[config.mk]
export PLATFORM = sky130hd
export DESIGN_NAME = wb_arbiter
export DESIGN_NICKNAME = d
export VERILOG_FILES = /design/src/rtl/wb_arbiter.sv
export SDC_FILE = /design/constraint.sdc
export NUM_CORES = 1
export LEC_CHECK = 0
export BUFFER_PORTS_ARGS = -buffer_cell sky130_fd_sc_hd__buf_2
export CAP_MARGIN = 15
export CELL_PAD_IN_SITES_DETAIL_PLACEMENT = 1
export CELL_PAD_IN_SITES_GLOBAL_PLACEMENT = 1
export CORE_UTILIZATION = 48
export DETAILED_ROUTE_END_ITERATION = 8
export PLACE_DENSITY = 0.88
export SYNTH_ARGS = -nofsm -noshare
export SYNTH_HDL_FRONTEND = slang
export SYNTH_SLANG_ARGS = --single-unit
[constraint.sdc]
create_clock -name clk -period 3.7 [get_ports clk]
set_input_delay 0 -clock clk [delete_from_list [all_inputs] [get_ports clk]]
set_output_delay 0 -clock clk [all_outputs]
set_load 0.01 [all_outputs]
[src/rtl/wb_arbiter.sv]
// -----------------------------------------------------------------------------
// wb_arbiter
//
// Gathers completion results from NUM_SRC execution units and feeds the
// reorder buffer's single writeback port at up to one result per cycle.
//
// Each source owns a DEPTH-entry FIFO. A round-robin arbiter picks one
// non-empty FIFO per cycle, and the picked head entry is registered onto the
// wb_* outputs. A ROB flush empties every FIFO and suppresses writeback for
// that edge.
//
// Handshake (valid/ready, per source):
//   A transfer happens on a rising clk edge when src_valid[i] and src_ready[i]
//   are both high and rob_flush is low. src_ready[i] depends only on
//   registered FIFO occupancy, so it never depends combinationally on
//   src_valid or on the arbiter. A source may keep src_valid high with stable
//   data until it sees ready. wb_valid has no ready: the ROB always accepts.
//
// Ports:
//   clk         clock
//   rst_n       asynchronous active-low reset
//   src_valid   [NUM_SRC]      per-source result valid
//   src_ready   [NUM_SRC]      per-source FIFO not full
//   src_error   [NUM_SRC]      per-source exception flag
//   src_ecause  [NUM_SRC*5]    per-source exception cause, source i at [5i+4:5i]
//   src_robid   [NUM_SRC*7]    per-source ROB id, source i at [7i+6:7i]
//   src_result  [NUM_SRC*32]   per-source result, source i at [32i+31:32i]
//   rob_flush   discard every buffered result and any same-cycle push
//   wb_valid    writeback valid to the ROB
//   wb_error    exception flag of the written-back result
//   wb_ecause   exception cause
//   wb_robid    ROB id
//   wb_result   result data
// -----------------------------------------------------------------------------
module wb_arbiter #(
    parameter int NUM_SRC = 4,
    parameter int DEPTH   = 2
) (
    input  logic                  clk,
    input  logic                  rst_n,
    input  logic [NUM_SRC-1:0]    src_valid,
    output logic [NUM_SRC-1:0]    src_ready,
    input  logic [NUM_SRC-1:0]    src_error,
    input  logic [NUM_SRC*5-1:0]  src_ecause,
    input  logic [NUM_SRC*7-1:0]  src_robid,
    input  logic [NUM_SRC*32-1:0] src_result,
    input  logic                  rob_flush,
    output logic                  wb_valid,
    output logic                  wb_error,
    output logic [4:0]            wb_ecause,
    output logic [6:0]            wb_robid,
    output logic [31:0]           wb_result
);

    // FIFO index width and pointer width (index plus a wrap bit).
    localparam int IW = $clog2(DEPTH);
    localparam int PW = IW + 1;
    // Source index width.
    localparam int SW = $clog2(NUM_SRC);

    localparam logic [PW-1:0] FULL_COUNT = PW'(DEPTH);
    localparam logic [SW:0]   NSRC       = (SW + 1)'(NUM_SRC);
    localparam logic [SW-1:0] RR_RESET   = SW'(NUM_SRC - 1);

    typedef struct packed {
        logic        error;
        logic [4:0]  ecause;
        logic [6:0]  robid;
        logic [31:0] result;
    } entry_t;

    // -------------------------------------------------------------------------
    // Cross-source signals
    // -------------------------------------------------------------------------
    entry_t [NUM_SRC-1:0] head_entry;   // current head of each FIFO
    logic   [NUM_SRC-1:0] not_empty;    // arbitration candidates
    logic   [NUM_SRC-1:0] push;
    logic   [NUM_SRC-1:0] pop;

    logic                 grant_any;
    logic [SW-1:0]        grant_idx;
    logic [SW-1:0]        rr;           // index of the last granted source
    logic [SW:0]          cand;         // search position, one spare bit for the wrap

    // A grant only becomes a pop when the flush is not discarding everything.
    logic                 take;
    assign take = grant_any & ~rob_flush;

    // -------------------------------------------------------------------------
    // Per-source FIFOs
    // -------------------------------------------------------------------------
    for (genvar i = 0; i < NUM_SRC; i++) begin : g_src
        logic [PW-1:0] head;
        logic [PW-1:0] tail;
        logic [PW-1:0] count;
        entry_t        entry_in;
        entry_t        mem [DEPTH];

        assign entry_in = {src_error[i],
                           src_ecause[5*i +: 5],
                           src_robid[7*i +: 7],
                           src_result[32*i +: 32]};

        // Pointer difference modulo 2*DEPTH is the occupancy: equal pointers
        // mean empty, equal indices with opposite wrap bits mean full.
        assign count         = tail - head;
        assign src_ready[i]  = (count != FULL_COUNT);
        assign not_empty[i]  = (head != tail);
        assign head_entry[i] = mem[head[IW-1:0]];

        assign push[i] = src_valid[i] & src_ready[i] & ~rob_flush;
        assign pop[i]  = take & (grant_idx == SW'(i));

        always_ff @(posedge clk or negedge rst_n) begin
            if (!rst_n) begin
                head <= '0;
                tail <= '0;
            end else if (rob_flush) begin
                // Emptying by catching head up to tail keeps both pointers
                // consistent without touching the storage.
                head <= tail;
            end else begin
                if (push[i]) tail <= tail + PW'(1);
                if (pop[i])  head <= head + PW'(1);
            end
        end

        // Storage carries no reset: an entry is only read after being written.
        always_ff @(posedge clk) begin
            if (push[i]) mem[tail[IW-1:0]] <= entry_in;
        end
    end

    // -------------------------------------------------------------------------
    // Round-robin arbiter: scan from rr+1 upward, wrapping, and grant the
    // first non-empty FIFO. The scan ends at rr itself, so the source granted
    // last has the lowest priority next time.
    // -------------------------------------------------------------------------
    always_comb begin
        grant_any = 1'b0;
        grant_idx = rr;
        cand      = '0;
        for (int k = 1; k <= NUM_SRC; k++) begin
            cand = {1'b0, rr} + (SW + 1)'(k);
            if (cand >= NSRC) cand = cand - NSRC;
            if (!grant_any && not_empty[cand[SW-1:0]]) begin
                grant_any = 1'b1;
                grant_idx = cand[SW-1:0];
            end
        end
    end

    // -------------------------------------------------------------------------
    // Writeback register and arbiter pointer
    // -------------------------------------------------------------------------
    entry_t granted;
    assign granted = head_entry[grant_idx];

    always_ff @(posedge clk or negedge rst_n) begin
        if (!rst_n) begin
            rr        <= RR_RESET;
            wb_valid  <= 1'b0;
            wb_error  <= 1'b0;
            wb_ecause <= '0;
            wb_robid  <= '0;
            wb_result <= '0;
        end else begin
            wb_valid <= take;
            // Payload holds its old value on idle cycles; only wb_valid
            // qualifies it.
            if (take) begin
                rr        <= grant_idx;
                wb_error  <= granted.error;
                wb_ecause <= granted.ecause;
                wb_robid  <= granted.robid;
                wb_result <= granted.result;
            end
        end
    end

endmodule
==> flow_summary.json, run 1 <==
{
  "die_width_um": 189.0,
  "synth_cell_types": 42,
  "avgSynthCellArea_um2": 17.53,
  "nFillCells": 3108,
  "gp_congestion": 0.8121,
  "drive_gt1_frac": 0.2811,
  "drv_cap": 0,
  "status": "finished, final reports clean",
  "die_h_um": 189.0,
  "wire_per_inst_um": 28.43,
  "clock_sinks": 424,
  "synth-edff-count": 360,
  "cts_resized": 0,
  "core_region_area_mm2": 0.03446,
  "grt_first_pass_wirelength_um": 77860,
  "cts_buffer_depth": 3,
  "slew_headroom": 0.3106,
  "synth-seq-area-share": 0.7394,
  "synth_cells": 958,
  "ir_worst_vdd_mv": 0.7406,
  "remaining_drc_errors": 0,
  "postCtsHoldBufs": 186,
  "port_buffers": 236,
  "leakagePower_nw": 8.225,
  "yosys_warnings": 0,
  "detail_route.iter0.violations": 918,
  "max_freq_ghz": 0.3177,
  "num_vias": 10964,
  "cp_num_buf_inv": 1,
  "rows": 68,
  "numCtsBuffers": 43,
  "synth_compound_area_frac": 0.06476,
  "ys_seq_elements": 424,
  "final_common_cell": "edfxtp_1",
  "areaGrowthSynthToFinish_pct": 29.99,
  "min_period_over_period": 0.8508,
  "nets": 1570,
  "hold_class": "in2async",
  "clkTransAtPathRegs_ns": 0.06,
  "fin_total_pwr_mw": 19.13,
  "hold_viol_final": 0,
  "critPathMaxStageDelay_ns": 0.78,
  "async_flop_share": 0.1509,
  "drv_slew": 0,
  "crit_type": "reg2reg",
  "ioPinCount": 237,
  "synth.net_count": 1145,
  "fin_crit_ns": 3.148,
  "synth-simple-area-share": 0.02660,
  "synth_top_family_by_area": "multiplexers",
  "post_cts_buffers": 0,
  "clk_latency_ns": 0.53,
  "cts_root_buf": "clkbuf_16",
  "synth.area.mux_share": 0.1375,
  "power_density_mw_per_mm2": 876.4,
  "cts_tree": "built",
  "dieArea_mm2": 0.03573,
  "grt_overflow": 0,
  "first_pass_iters": 5,
  "layout_common_cells": "360 x edfxtp_1, 235 x buf_2, 186 x dlygate4sd3_1",
  "synth.cell_area_mm2": 0.01679,
  "yosys.area_share.xor_xnor": 0.01148,
  "cp-end-kind": "flip-flop",
  "start_util": 0.4873,
  "critPathTopFamily": "compound AO/OA/AOI/OAI gates",
  "grtUsageTotal": 0.2999,
  "antenna_found_initial": 4,
  "detail_route.wirelength_um": 53270,
  "synth_fa_ha_area_frac": 0,
  "fin_tns_setup_ns": 0,
  "h-tree-depth": 2,
  "ant_nets": 0,
  "synthFlopType": "edfxtp_1",
  "cp-start-kind": "flip-flop",
  "crit_required_ns": 4.16,
  "path_max_fanout": 46,
  "rsz0062_at_grt": "false",
  "max_slew.worst_pin.slew_ns": 1.034,
  "grt_max_degree": 65,
  "crit_slowest_cell": "a2111oi_0",
  "arrival_ns": 3.61,
  "finalSetupViolCount": 0,
  "post-dp-hpwl_um": 29670,
  "first_global_vias": 12435,
  "worst_clock_skew_ns": 0.02003,
  "cp_cell_sequence": "xnor2_1 > a2111o_1 > o311ai_4 > buf_4 > nor3_1 > a2111oi_0 > a221o_1",
  "vias_per_cell": 5.851
}
state kept, by name, summed over array words and instances (netlist names):
signal and count:
g_src.tail 8, rr 2, wb_ecause 5, wb_error 1
wb_valid 1, wb_robid 7, g_src.head 8, wb_result 32
g_src.mem 360
synthesized netlist by cell type (all sizes together), types with 2 or more instances:
library cell  count  area share
xor2             14      0.0073
inv               8      0.0018
o21ai            11      0.0033
nor2b             2     0.00075
or3               2     0.00075
a211oi            2      0.0012
nor3             46       0.014
nand2b            3      0.0011
buf              24      0.0085
nor3b             2     0.00089
o211ai            5      0.0022
edfxtp          360        0.64
or4               3      0.0016
a21oi             2     0.00060
dfrtp            62       0.092
clkbuf           44       0.010
mux2i           180        0.11
dfstp             2      0.0031
nand2             9      0.0020
nand3             5      0.0015
o311ai            4      0.0021
mux2             45       0.030
xnor2             8      0.0042
nor2             14      0.0031
a221o            45       0.027
a2111oi          46       0.024
cells by family after synthesis:
| kind of cell | after synthesis |
|---|---|
| and+or+nand+nor | 89 |
| xor gates and xnor gates | 22 |
| DFF | 424 |
| muxes | 225 |
| buffers and inverters | 76 |
| AOI/OAI and AO/OA | 122 |
final timing paths:
path                                         startpoint                      endpoint  slack (ns)  cells past startpoint
setup / recovery           g_src[3].tail[0]$_DFFE_PN0P_      wb_result[6]$_DFFE_PN0P_        0.55                      7
hold / removal                                    rst_n  g_src[3].tail[0]$_DFFE_PN0P_        0.18                      2
setup reg to reg           g_src[3].tail[0]$_DFFE_PN0P_      wb_result[6]$_DFFE_PN0P_        0.55                      7
hold reg to reg               wb_result[15]$_DFFE_PN0P_     wb_result[15]$_DFFE_PN0P_        0.52                      1
max in group asynchronous                         rst_n  g_src[3].head[0]$_DFFE_PN0P_        2.80                      2
min in group clk                         src_result[64]  g_src[2].mem[1][0]$_DFFE_PP_        0.19                      2
metal layers:
metal | track usage | part of all wire | vias to the layer above
met5 | 0 | 0 | -
met4 | 0.1315 | 0.042 | 0
met3 | 0.04078 | 0.057 | 125
met2 | 0.5588 | 0.54 | 526
met1 | 0.3416 | 0.36 | 5604
li1 | - | - | 4709
report_power, final:
group / total, mW / switching (mW) / internal (mW)
Clock: 4.35 / 1.87 / 2.48
Sequential: 6.90 / 0.560 / 6.34
Combinational: 7.88 / 5.01 / 2.87
metrics by stage:
step	instance area (µm²)	setup slack [ns]	hold slack [ns]	cells	util
2_1_floorplan	16790	0.2327	-0.2956	958	-
3_3_place_gp	18580	0.8548	0.1714	1607	0.5391
3_5_place_dp	18580	0.6387	0.1912	1607	0.5391
4_1_cts	21820	0.6122	0.1625	1871	0.6332
5_1_grt	21820	0.4239	0.1793	1873	0.6333
6_report	21830	0.5519	0.1841	1874	0.6334
layout make-up:
| type | count | area, µm² | share of cell area |
|---|---|---|---|
| sequential | 424 | 12430 | 0.5694 |
| multi-input combinational | 458 | 4146 | 0.1900 |
| timing repair buffer | 448 | 3266 | 0.1496 |
| clock buffer | 56 | 1187 | 0.05440 |
| tap | 455 | 569.3 | 0.02608 |
| clock inverter | 22 | 192.7 | 0.008828 |
| inverter | 8 | 30.03 | 0.001376 |
| antenna | 3 | 7.507 | 0.0003440 |
Note: power is estimated with default switching activity, not from simulation.
==> run 2, diff against run 1 <==
Settings changed: PLACE_DENSITY 0.88 to not set, PLACE_DENSITY_LB_ADDON set to 0.1.
==> flow_summary.json, run 2 (same netlist as run 1, synthesis figures left out) <==
{
  "numCtsBuffers": 45,
  "worst_clock_skew_ns": 0.01322,
  "fin_crit_ns": 3.389,
  "final_common_cell": "edfxtp_1",
  "layout_common_cells": "360 x edfxtp_1, 235 x buf_2, 185 x dlygate4sd3_1",
  "detail_route.wirelength_um": 47290,
  "rows": 68,
  "rsz0062_at_grt": "false",
  "gp_congestion": 0.8268,
  "start_util": 0.4873,
  "largest_reg_flops": 360,
  "min_period_over_period": 0.9160,
  "status": "finished, final reports clean",
  "crit_type": "reg2reg",
  "path_max_fanout": 45,
  "post-route-util": 0.6358,
  "dieArea_mm2": 0.03573,
  "post-dp-hpwl_um": 28600,
  "areaGrowthSynthToFinish_pct": 30.49,
  "critPathTopFamily": "compound AO/OA/AOI/OAI gates",
  "critPathMaxStageDelay_ns": 1.14,
  "slew_headroom": 0.1922,
  "cp-start-kind": "flip-flop",
  "die_h_um": 189.0,
  "num_vias": 10597,
  "die_width_um": 189.0,
  "core_region_area_mm2": 0.03446,
  "cp-end-kind": "flip-flop",
  "cp_num_buf_inv": 0,
  "hold_viol_final": 0,
  "whs_path_depth": 3,
  "grt_overflow": 0,
  "ioPinCount": 237,
  "post_cts_buffers": 0,
  "place_inst": 1607,
  "crit_required_ns": 4.16,
  "first_global_vias": 11791,
  "power_density_mw_per_mm2": 862.2,
  "remaining_drc_errors": 0,
  "port_buffers": 236,
  "ir_worst_vdd_mv": 0.7275,
  "clk_latency_ns": 0.53,
  "grtUsageTotal": 0.2651,
  "hold_class": "in2reg",
  "drive_gt1_frac": 0.2789,
  "fin_hold_ws_ns": 0.02492,
  "first_pass_iters": 5,
  "finalSetupViolCount": 0,
  "cts_resized": 0,
  "reg2reg_depth": 6,
  "antenna_found_initial": 8,
  "max_freq_ghz": 0.2951,
  "cts_root_buf": "clkbuf_16",
  "grt_first_pass_wirelength_um": 70060,
  "ant_nets": 0,
  "drv_slew": 0,
  "nets": 1571,
  "cp.depth": 6,
  "detail_route.iter0.violations": 593,
  "max_slew.worst_pin.slew_ns": 1.181,
  "cp_cell_sequence": "xor2_1 > nor2_1 > o311ai_4 > or2_2 > a2111oi_0 > a221o_1",
  "drv_cap": 0,
  "cts_buffer_depth": 3,
  "clock_sinks": 424,
  "wire_per_inst_um": 25.10,
  "arrival_ns": 3.85,
  "fin_total_pwr_mw": 18.89,
  "cts_tree": "built",
  "h-tree-depth": 2,
  "fin_tns_setup_ns": 0,
  "leakagePower_nw": 8.248,
  "grt_max_degree": 65,
  "final_cells": 1884,
  "crit_slowest_cell": "a2111oi_0",
  "vias_per_cell": 5.625,
  "clkTransAtPathRegs_ns": 0.06
}
[run 2: repair_timing]
| action | in CTS | in global routing |
|---|---|---|
| setup endpoints to repair | 0 | 0 |
| hold buffers | 185 | 0 |
| hold endpoints to repair | 430 | 0 |
[run 2: worst min-delay path: cells and delay by family]
family / cells / cell delay (ns)
buf+inv: 1 / 0.09
simple gates: 1 / 0.31
xor+xnor: 1 / 0.10
[run 2: area by class of cell]
class | count | area, µm²
Fill cell | 3082 | 12550
Sequential cell | 424 | 12420
Multi-Input combinational cell | 458 | 4146
Timing Repair Buffer | 447 | 3318
Clock buffer | 67 | 1289
Tap cell | 455 | 569.3
Clock inverter | 16 | 108.9
Inverter | 8 | 30.03
Antenna cell | 9 | 22.52
[run 2: report_power, final]
part / internal, mW / total (mW) / switching, mW
logic: 3.03 / 7.80 / 4.77
clock network: 2.48 / 4.26 / 1.78
registers: 6.34 / 6.83 / 0.491
total: 11.8 / 18.9 / 7.04
[run 2: final timing paths]
path,endpoint,slack (ns),startpoint
max in group asynchronous,g_src[3].head[0]$_DFFE_PN0P_,2.86,rst_n
max,wb_result[31]$_DFFE_PN0P_,0.31,g_src[1].head[0]$_DFFE_PN0P_
min in group asynchronous,wb_result[5]$_DFFE_PN0P_,0.14,rst_n
max reg2reg,wb_result[31]$_DFFE_PN0P_,0.31,g_src[1].head[0]$_DFFE_PN0P_
min reg2reg,wb_ecause[0]$_DFFE_PN0P_,0.51,wb_ecause[0]$_DFFE_PN0P_
min,g_src[3].tail[0]$_DFFE_PN0P_,0.02,src_valid[3]
[run 2: stage by stage]
stage | worst slack [ns] | instance area (µm²)
2_1_floorplan | 0.2327 | 16790
3_3_place_gp | 0.5146 | 18640
3_5_place_dp | 0.4013 | 18640
4_1_cts | 0.3747 | 21890
5_1_grt | 0.2462 | 21910
6_report | 0.3109 | 21910
[run 2: per-layer routing]
layer	global-route usage	up-vias	wire [µm]
li1	-	4709	-
met1	0.3224	5440	18440
met2	0.4727	357	24630
met3	0.03837	91	2350
met4	0.1092	0	1874
met5	0	-	0
==> run 3, diff against run 2 <==
Settings changed: CORE_UTILIZATION 48 to 50, CTS_BUF_LIST set to sky130_fd_sc_hd__clkbuf_4.
==> flow_summary.json, run 3 <==
{
  "synth_fa_ha_area_frac": 0,
  "synth.cell_area_mm2": 0.01679,
  "synth-edff-count": 360,
  "synth_cells": 958,
  "synth_cell_types": 42,
  "gp_congestion": 0.8504,
  "h-tree-depth": 3,
  "synth.net_count": 1145,
  "status": "aborted with a tool error",
  "synth-seq-area-share": 0.7394,
  "yosysMostFrequentCell": "edfxtp_1",
  "yosys.area_share.xor_xnor": 0.01148,
  "stop_stage": "4_1_cts",
  "synth.area.mux_share": 0.1375,
  "async_flop_share": 0.1509,
  "numCtsBuffers": 105,
  "die_width_um": 185.2,
  "postCtsHoldBufs": 363,
  "avgSynthCellArea_um2": 17.53,
  "ioPinCount": 237,
  "synth-simple-area-share": 0.02660,
  "port_buffers": 236,
  "ys_top_cells_by_count": "360 x edfxtp_1, 180 x mux2i_1, 62 x dfrtp_1",
  "yosys_warnings": 0,
  "cts_buffer_depth": 3,
  "synth_compound_area_frac": 0.06476,
  "die_h_um": 185.2,
  "ys_seq_elements": 424,
  "synth_top_family_by_area": "multiplexers",
  "clock_sinks": 424,
  "cts_resized": 0,
  "post-dp-hpwl_um": 28690,
  "post_cts_buffers": 0,
  "start_util": 0.5121,
  "stop_error": "[ERROR RSZ-0060] Max buffer count reached.",
  "cts_root_buf": "clkbuf_4",
  "rows": 66,
  "synth_top_cell_by_area": "edfxtp_1",
  "yosys-top-cells-area": "edfxtp_1 64%, mux2i_1 11%, dfrtp_1 9.2%",
  "synth_top_cell_area_share": 0.6439,
  "synthFlopType": "edfxtp_1"
}
==> run 3: cell counts after synthesis <==
No cell type changed its count.
==> run 3: logic make-up after synthesis <==
kind of cell	after synthesis
mux	225
xor+xnor	22
buf+inv	76
flops	424
compound gates	122
simple gates	89
==> run 3: metrics by stage <==
stage | cell area (µm²) | utilization | setup slack (ns) | instances
after floorplan | 16790 | - | 0.2327 | 958
after global placement | 18710 | 0.5706 | 0.4227 | 1608
after detailed placement | 18710 | 0.5706 | 0.4031 | 1608
